[src/rtl/intc_sched.sv]
// intc_sched: six-source interrupt controller in front of CP0 HWInt, with claim/EOI sequencing.
// Define INTC_IRQ_COUNT_EN to build per-source saturating claim counters, readable at addr 6/7.
module intc_sched #(
  parameter int NSRC = 6
) (
  input  logic            clk,
  input  logic            reset,
  input  logic [NSRC-1:0] irq_src,
  input  logic [2:0]      addr,
  input  logic            we,
  input  logic            re,
  input  logic [31:0]     wdata,
  output logic [31:0]     rdata,
  output logic [NSRC-1:0] hwint
);

  localparam logic [1:0] ST_IDLE    = 2'd0;
  localparam logic [1:0] ST_ASSERT  = 2'd1;
  localparam logic [1:0] ST_SERVICE = 2'd2;

  localparam logic [2:0] ADDR_PEND   = 3'd0;
  localparam logic [2:0] ADDR_ENABLE = 3'd1;
  localparam logic [2:0] ADDR_MODE   = 3'd2;
  localparam logic [2:0] ADDR_CLAIM  = 3'd3;
  localparam logic [2:0] ADDR_EOI    = 3'd4;
  localparam logic [2:0] ADDR_STATUS = 3'd5;

  logic [NSRC-1:0] s1_reg, s2_reg, s3_reg;
  logic [NSRC-1:0] pend_reg, pend_next;
  logic [NSRC-1:0] enable_reg, mode_reg;
  logic [NSRC-1:0] hwint_reg, hwint_next;
  logic [1:0]      state_reg, state_next;
  logic [2:0]      isr_id_reg, isr_id_next;
  logic            err_reg, err_next;

  logic [NSRC-1:0] act;
  logic [NSRC-1:0] edge_set;
  logic [NSRC-1:0] pend_clr;
  logic [NSRC-1:0] claim_clr;
  logic [NSRC-1:0] w1c;
  logic [2:0]      sel;
  logic            claim_fire;
  logic            eoi_wr;
  logic            unused_wdata;

  assign unused_wdata = ^wdata[31:NSRC];

  assign act        = pend_reg & enable_reg;
  assign edge_set   = s2_reg & ~s3_reg;
  assign claim_fire = re && (addr == ADDR_CLAIM) && (state_reg == ST_ASSERT) && (|act);
  assign eoi_wr     = we && (addr == ADDR_EOI);
  assign w1c        = (we && (addr == ADDR_PEND)) ? wdata[NSRC-1:0] : '0;
  assign claim_clr  = claim_fire ? (NSRC'(1) << sel) : '0;
  assign pend_clr   = w1c | claim_clr;
  assign hwint      = hwint_reg;

  // Lowest index wins: scan downward so the last hit is the smallest index.
  always_comb begin
    sel = '0;
    for (int i = NSRC - 1; i >= 0; i--) begin
      if (act[i]) sel = 3'(i);
    end
  end

  // Edge bits: a new rising edge beats any same-cycle clear. Level bits just follow the line.
  for (genvar gi = 0; gi < NSRC; gi++) begin : g_pend
    assign pend_next[gi] = mode_reg[gi] ? (edge_set[gi] | (pend_reg[gi] & ~pend_clr[gi]))
                                        : s2_reg[gi];
  end

  always_comb begin
    state_next  = state_reg;
    hwint_next  = '0;
    isr_id_next = isr_id_reg;
    err_next    = err_reg;
    case (state_reg)
      ST_IDLE: begin
        if (|act) begin
          state_next = ST_ASSERT;
          hwint_next = act;
        end
      end
      ST_ASSERT: begin
        if (claim_fire) begin
          isr_id_next = sel;
          state_next  = ST_SERVICE;
        end else if (!(|act)) begin
          state_next = ST_IDLE;
        end else begin
          hwint_next = act;
        end
      end
      ST_SERVICE: begin
        if (eoi_wr && (wdata[2:0] == isr_id_reg)) state_next = ST_IDLE;
      end
      default: state_next = ST_IDLE;
    endcase
    if (eoi_wr && !((state_reg == ST_SERVICE) && (wdata[2:0] == isr_id_reg))) err_next = 1'b1;
    if (we && (addr == ADDR_STATUS)) err_next = 1'b0;
  end

  always_ff @(posedge clk) begin
    if (reset) begin
      s1_reg     <= '0;
      s2_reg     <= '0;
      s3_reg     <= '0;
      pend_reg   <= '0;
      enable_reg <= '0;
      mode_reg   <= '0;
      hwint_reg  <= '0;
      state_reg  <= ST_IDLE;
      isr_id_reg <= '0;
      err_reg    <= 1'b0;
    end else begin
      s1_reg     <= irq_src;
      s2_reg     <= s1_reg;
      s3_reg     <= s2_reg;
      pend_reg   <= pend_next;
      if (we && (addr == ADDR_ENABLE)) enable_reg <= wdata[NSRC-1:0];
      if (we && (addr == ADDR_MODE))   mode_reg   <= wdata[NSRC-1:0];
      hwint_reg  <= hwint_next;
      state_reg  <= state_next;
      isr_id_reg <= isr_id_next;
      err_reg    <= err_next;
    end
  end

`ifdef INTC_IRQ_COUNT_EN
  logic [15:0]     cnt_reg [NSRC];
  logic [NSRC-1:0] cnt_inc;
  logic [2:0]      sel_r_reg;

  for (genvar gi = 0; gi < NSRC; gi++) begin : g_cnt_inc
    assign cnt_inc[gi] = claim_fire && (sel == 3'(gi)) && (cnt_reg[gi] != 16'hFFFF);
  end

  always_ff @(posedge clk) begin
    if (reset || (we && (addr == 3'd6))) begin
      for (int i = 0; i < NSRC; i++) cnt_reg[i] <= '0;
    end else begin
      for (int i = 0; i < NSRC; i++) begin
        if (cnt_inc[i]) cnt_reg[i] <= cnt_reg[i] + 16'd1;
      end
    end
  end

  // Addr 7 alternates between the {3,2} and {5,4} counter pairs on every read.
  always_ff @(posedge clk) begin
    if (reset) begin
      sel_r_reg <= 3'd2;
    end else if (re && (addr == 3'd7)) begin
      sel_r_reg <= (sel_r_reg == 3'd4) ? 3'd2 : 3'd4;
    end
  end
`endif

  always_comb begin
    rdata = '0;
    case (addr)
      ADDR_PEND:   rdata[NSRC-1:0] = pend_reg;
      ADDR_ENABLE: rdata[NSRC-1:0] = enable_reg;
      ADDR_MODE:   rdata[NSRC-1:0] = mode_reg;
      ADDR_CLAIM: begin
        if ((state_reg == ST_ASSERT) && (|act)) rdata = {1'b1, 28'd0, sel};
      end
      ADDR_STATUS: rdata = {23'd0, err_reg, 2'd0, state_reg, 1'b0, isr_id_reg};
`ifdef INTC_IRQ_COUNT_EN
      3'd6: rdata = {cnt_reg[1], cnt_reg[0]};
      3'd7: rdata = {cnt_reg[sel_r_reg + 3'd1], cnt_reg[sel_r_reg]};
`endif
      default: rdata = '0;
    endcase
  end

endmodule
[config.mk]
export PLATFORM = sky130hd
export DESIGN_NAME = intc_sched
export DESIGN_NICKNAME = d
export VERILOG_FILES = /design/src/rtl/intc_sched.sv
export SDC_FILE = /design/constraint.sdc
export NUM_CORES = 1
export LEC_CHECK = 0
export CORE_MARGIN = 3
export CORE_UTILIZATION = 44
export CTS_CLUSTER_SIZE = 8
export DETAILED_ROUTE_END_ITERATION = 12
export PLACE_DENSITY = 0.83
export SLEW_MARGIN = 30
export SYNTH_ARGS = -nofsm -noshare
export SYNTH_HDL_FRONTEND = slang
export SYNTH_SLANG_ARGS = --single-unit
[constraint.sdc]
create_clock -name clk -period 2 [get_ports clk]
set_input_delay 0.4 -clock clk [delete_from_list [all_inputs] [get_ports clk]]
set_output_delay 0.4 -clock clk [all_outputs]
set_load 0.02 [all_outputs]
==> summary.txt <==
Cells and area
  • Layout area overhead: 34.1%
  • Final Cell Area: 0.00296 mm²
  • Most frequent cells in the layout: 51 x buf_4, 46 x dfxtp_1, 27 x nor2_1, 27 x nand2_1, 24 x conb_1
  • Most common cell after layout, fill and taps aside: buf_4
  • N_diodes: 0
  • Post-layout util: 0.619
  • Final net count: 370
  • Fillers: about 390
  • Layout cells sized above 1: 0.239
  • Finished Layout Cells: 393

Setup path
  • Kind of critical path: register to primary output
  • Crit-path leading delay family: compound AO/OA/AOI/OAI gates
  • Critical Path Max Stage Delay: around 0.34 ns
  • Reg-to-reg startpoint: enable_reg[0]
  • Crit path required time: 1.60 ns
  • Largest fanout on the critical path: 3
  • Reg2reg end: hwint[2]
  • CP Launch Type: register
  • Setup crit end kind: primary output
  • FF-to-FF path depth: 9
  • Crit-path cells: a22oi_2, and4_4, nor2_2, a221o_1, buf_6
  • Critical Path AT: 1.64 ns
  • Reg2Reg Setup Slack: 0.42 ns
  • Worst path slowest cell: dfxtp_2
  • CP Buf/Inv Count: 1

Synth
  • Top-area cell type share of the netlist area: 0.435
  • Post-synthesis sequential area ratio: 0.435
  • Synthesized instance count: roughly 250
  • Synth area leader: dfxtp_1
  • Yosys warning count: 0
  • Seq cells post-synth: 48
  • Top cells by area, synth: dfxtp_1 43%, buf_4 8.8%, mux2i_1 8.2%, nor2b_1 5.9%, nor2_1 4.8%
  • Yosys cell types: 42
  • Synth Area per Inst: ~9.0 µm²
  • Synthesized area: 0.00221 mm²

STA
  • Setup violators final: 1
  • Clock skew: 0.00323 ns
  • FMAX: 490 MHz
  • RSZ-0062 raised after global routing: true
  • Slew Limit Fails: 0
  • Tcrit/Tclk final: 1.02
  • Post-route minimum period: 2.04 ns
  • Setup ws final: -0.0419 ns
  • Final Hold Fails: 0
  • Final hold slack: 0.440 ns

Pwr
  • Power Internal: between 0.001 and 0.0015 W
  • Part of the power in combinational logic: 0.120
  • Reg power frac: 0.553
  • Total design power: around 0.0018 W
  • Clock group share of total power: 0.327
  • Net Sw Power: 0.000439 W
  • P_leak: between 1 and 1.5 nW
  • Pwr/cell area: 605 mW/mm²
  • Peak VDD IR: about 0.32 mV
  • Switching part of the total: 0.245

Floorplanning
  • Row count: 25
  • Core ar.: 0.00479 mm²
  • Starting density of the core: 0.462
  • DIE HEIGHT: 76.9 µm
  • Die area: 0.00591 mm²
  • Chip width: about 77 µm
  • Num ports: 83

Global routing
  • Initial antenna violation count: 0
  • Largest net degree at the start of global routing: 20
  • Vias in the first global route: approximately 1.9k
  • Gr usage total: 0.184
  • Gr ovfl total: 0
  • First-pass GRT wire length: 8700 µm

Clock tree
  • CTS Hold Bufs: 0
  • Clock sink count: 48
  • Worst-case clock buffer depth: 2
  • Root buffer cell: clkbuf_8
  • CTS tree: done
  • CTS Buf Count: 5
  • H-tree levels: 2
  • Clk slew on worst S/H paths: approximately 0.080 ns
  • Clk_lat worst skew: 0.30 ns

Placed design
  • # port buffers: 32
  • Placed instance count: between 300 and 400
  • Area post-placement: 0.00284 mm²
  • HPWL after DPL: 3970 µm
  • RD Place Congestion: 0.865

Min path
  • Hold Path Sink: s2_reg[3]
  • Hold Crit Class: register to register
  • Worst hold start: s1_reg[3]
  • Hold depth: 1

Status
  • Status: complete, but fails checks
  • Violated checks: negative setup slack

Drt
  • DRT Pass-1 Iters: 4
  • Initial drt markers: between 100 and 150
  • Antenna viol nets, final: 0
  • Avg Vias per Cell: ~5
  • DR vias: approximately 2.0k
  • Drt wl/cell: between 10 and 15 µm
  • Remaining DRCs: 0
  • WL final: 5320 µm

Flow run
  • Max cap viols: 0
-- per-stage QoR --
stage	setup TNS, ns	setup WS, ns
2_1_floorplan	0	0.148
3_3_place_gp	-5.19	-0.655
3_5_place_dp	-5.59	-0.679
4_1_cts	-0.0314	-0.0314
5_1_grt	-0.204	-0.131
6_report	-0.0419	-0.0419
-- power groups by stage --
stage	registers, W	clock network, W	logic [W]
finish	0.000992	0.000586	0.000215
global route	0.000995	0.000644	0.000231
CTS	0.000991	0.000598	0.000212
detailed placement	0.00101	0	0.000211
global placement	0.00101	0	0.000209
floorplan	0.00101	0	0.000150
-- final cells by class --
cell class / count / area [µm²] / share of cell area
inverters: 2 / 7.51 / 0.00253
repair buffers: 83 / 689 / 0.233
well taps: 67 / 83.8 / 0.0283
flip-flops and latches: 48 / 963 / 0.325
clock buffers: 7 / 86.3 / 0.0291
multi-input cells: 185 / 1130 / 0.380
clock inverters: 1 / 7.51 / 0.00253
-- cells in the mapped netlist --
cell	instances
a221o_1	1
nand4b_1	2
a41o_1	1
o21ai_1	4
and3_1	2
inv_1	2
mux2i_1	18
o211ai_1	2
nand3_1	2
nor4_1	2
nor3b_2	1
and2_1	3
nand4_1	4
nor2b_1	21
nand2_1	27
nor3_1	1
buf_4	26
dfxtp_1	48
nor4b_2	1
o31a_1	1
nor3b_1	1
nor4b_1	1
nor3_4	1
clkbuf_1	5
o32ai_1	1
a21boi_0	1
a21oi_1	9
a22oi_1	2
and4_1	2
buf_2	3
a211oi_1	5
o221ai_1	1
nand3b_1	1
o21ai_0	3
conb_1	1
nor2_1	28
xnor2_1	3
a22o_1	5
and3b_1	1
a2bb2oi_1	1
a32oi_1	1
nand2b_1	1
-- routing by layer --
metal	GRT usage	vias to the layer above	share of wire
li1	-	956	-
met1	0.212	912	0.41
met2	0.323	86	0.48
met3	0.0411	15	0.066
met4	0.0833	0	0.038
met5	0	-	0
-- logic make-up after synthesis --
family                    share of synthesized area
muxes                                        0.0815
buffers and inverters                         0.107
DFF                                           0.435
AOI/OAI and AO/OA                             0.119
other                                       0.00170
xor gates and xnor gates                     0.0119
and+or+nand+nor                               0.244
-- timing repair --
item	CTS	global route
setup endpoints to repair	8	7
gates cloned	0	0
endpoints found under the hold margin	0	0
buffers inserted	1	1
pin swaps	4	2
resized for setup	35	9
-- how the worst max path moves through the flow --
| stage | endpoint | slack [ns] | start | depth (start not counted) |
|---|---|---|---|---|
| after CTS | rdata[0] | -0.03 | enable_reg[4] | 5 |
| after detailed placement | rdata[31] | -0.68 | addr[0] | 6 |
| after global placement | rdata[2] | -0.66 | addr[1] | 5 |
| after floorplan | rdata[0] | 0.15 | pend_reg[0] | 5 |
| after global routing | rdata[0] | -0.13 | pend_reg[2] | 5 |
| final | rdata[0] | -0.04 | pend_reg[2] | 5 |
Note: power is estimated with default switching activity, not from simulation.
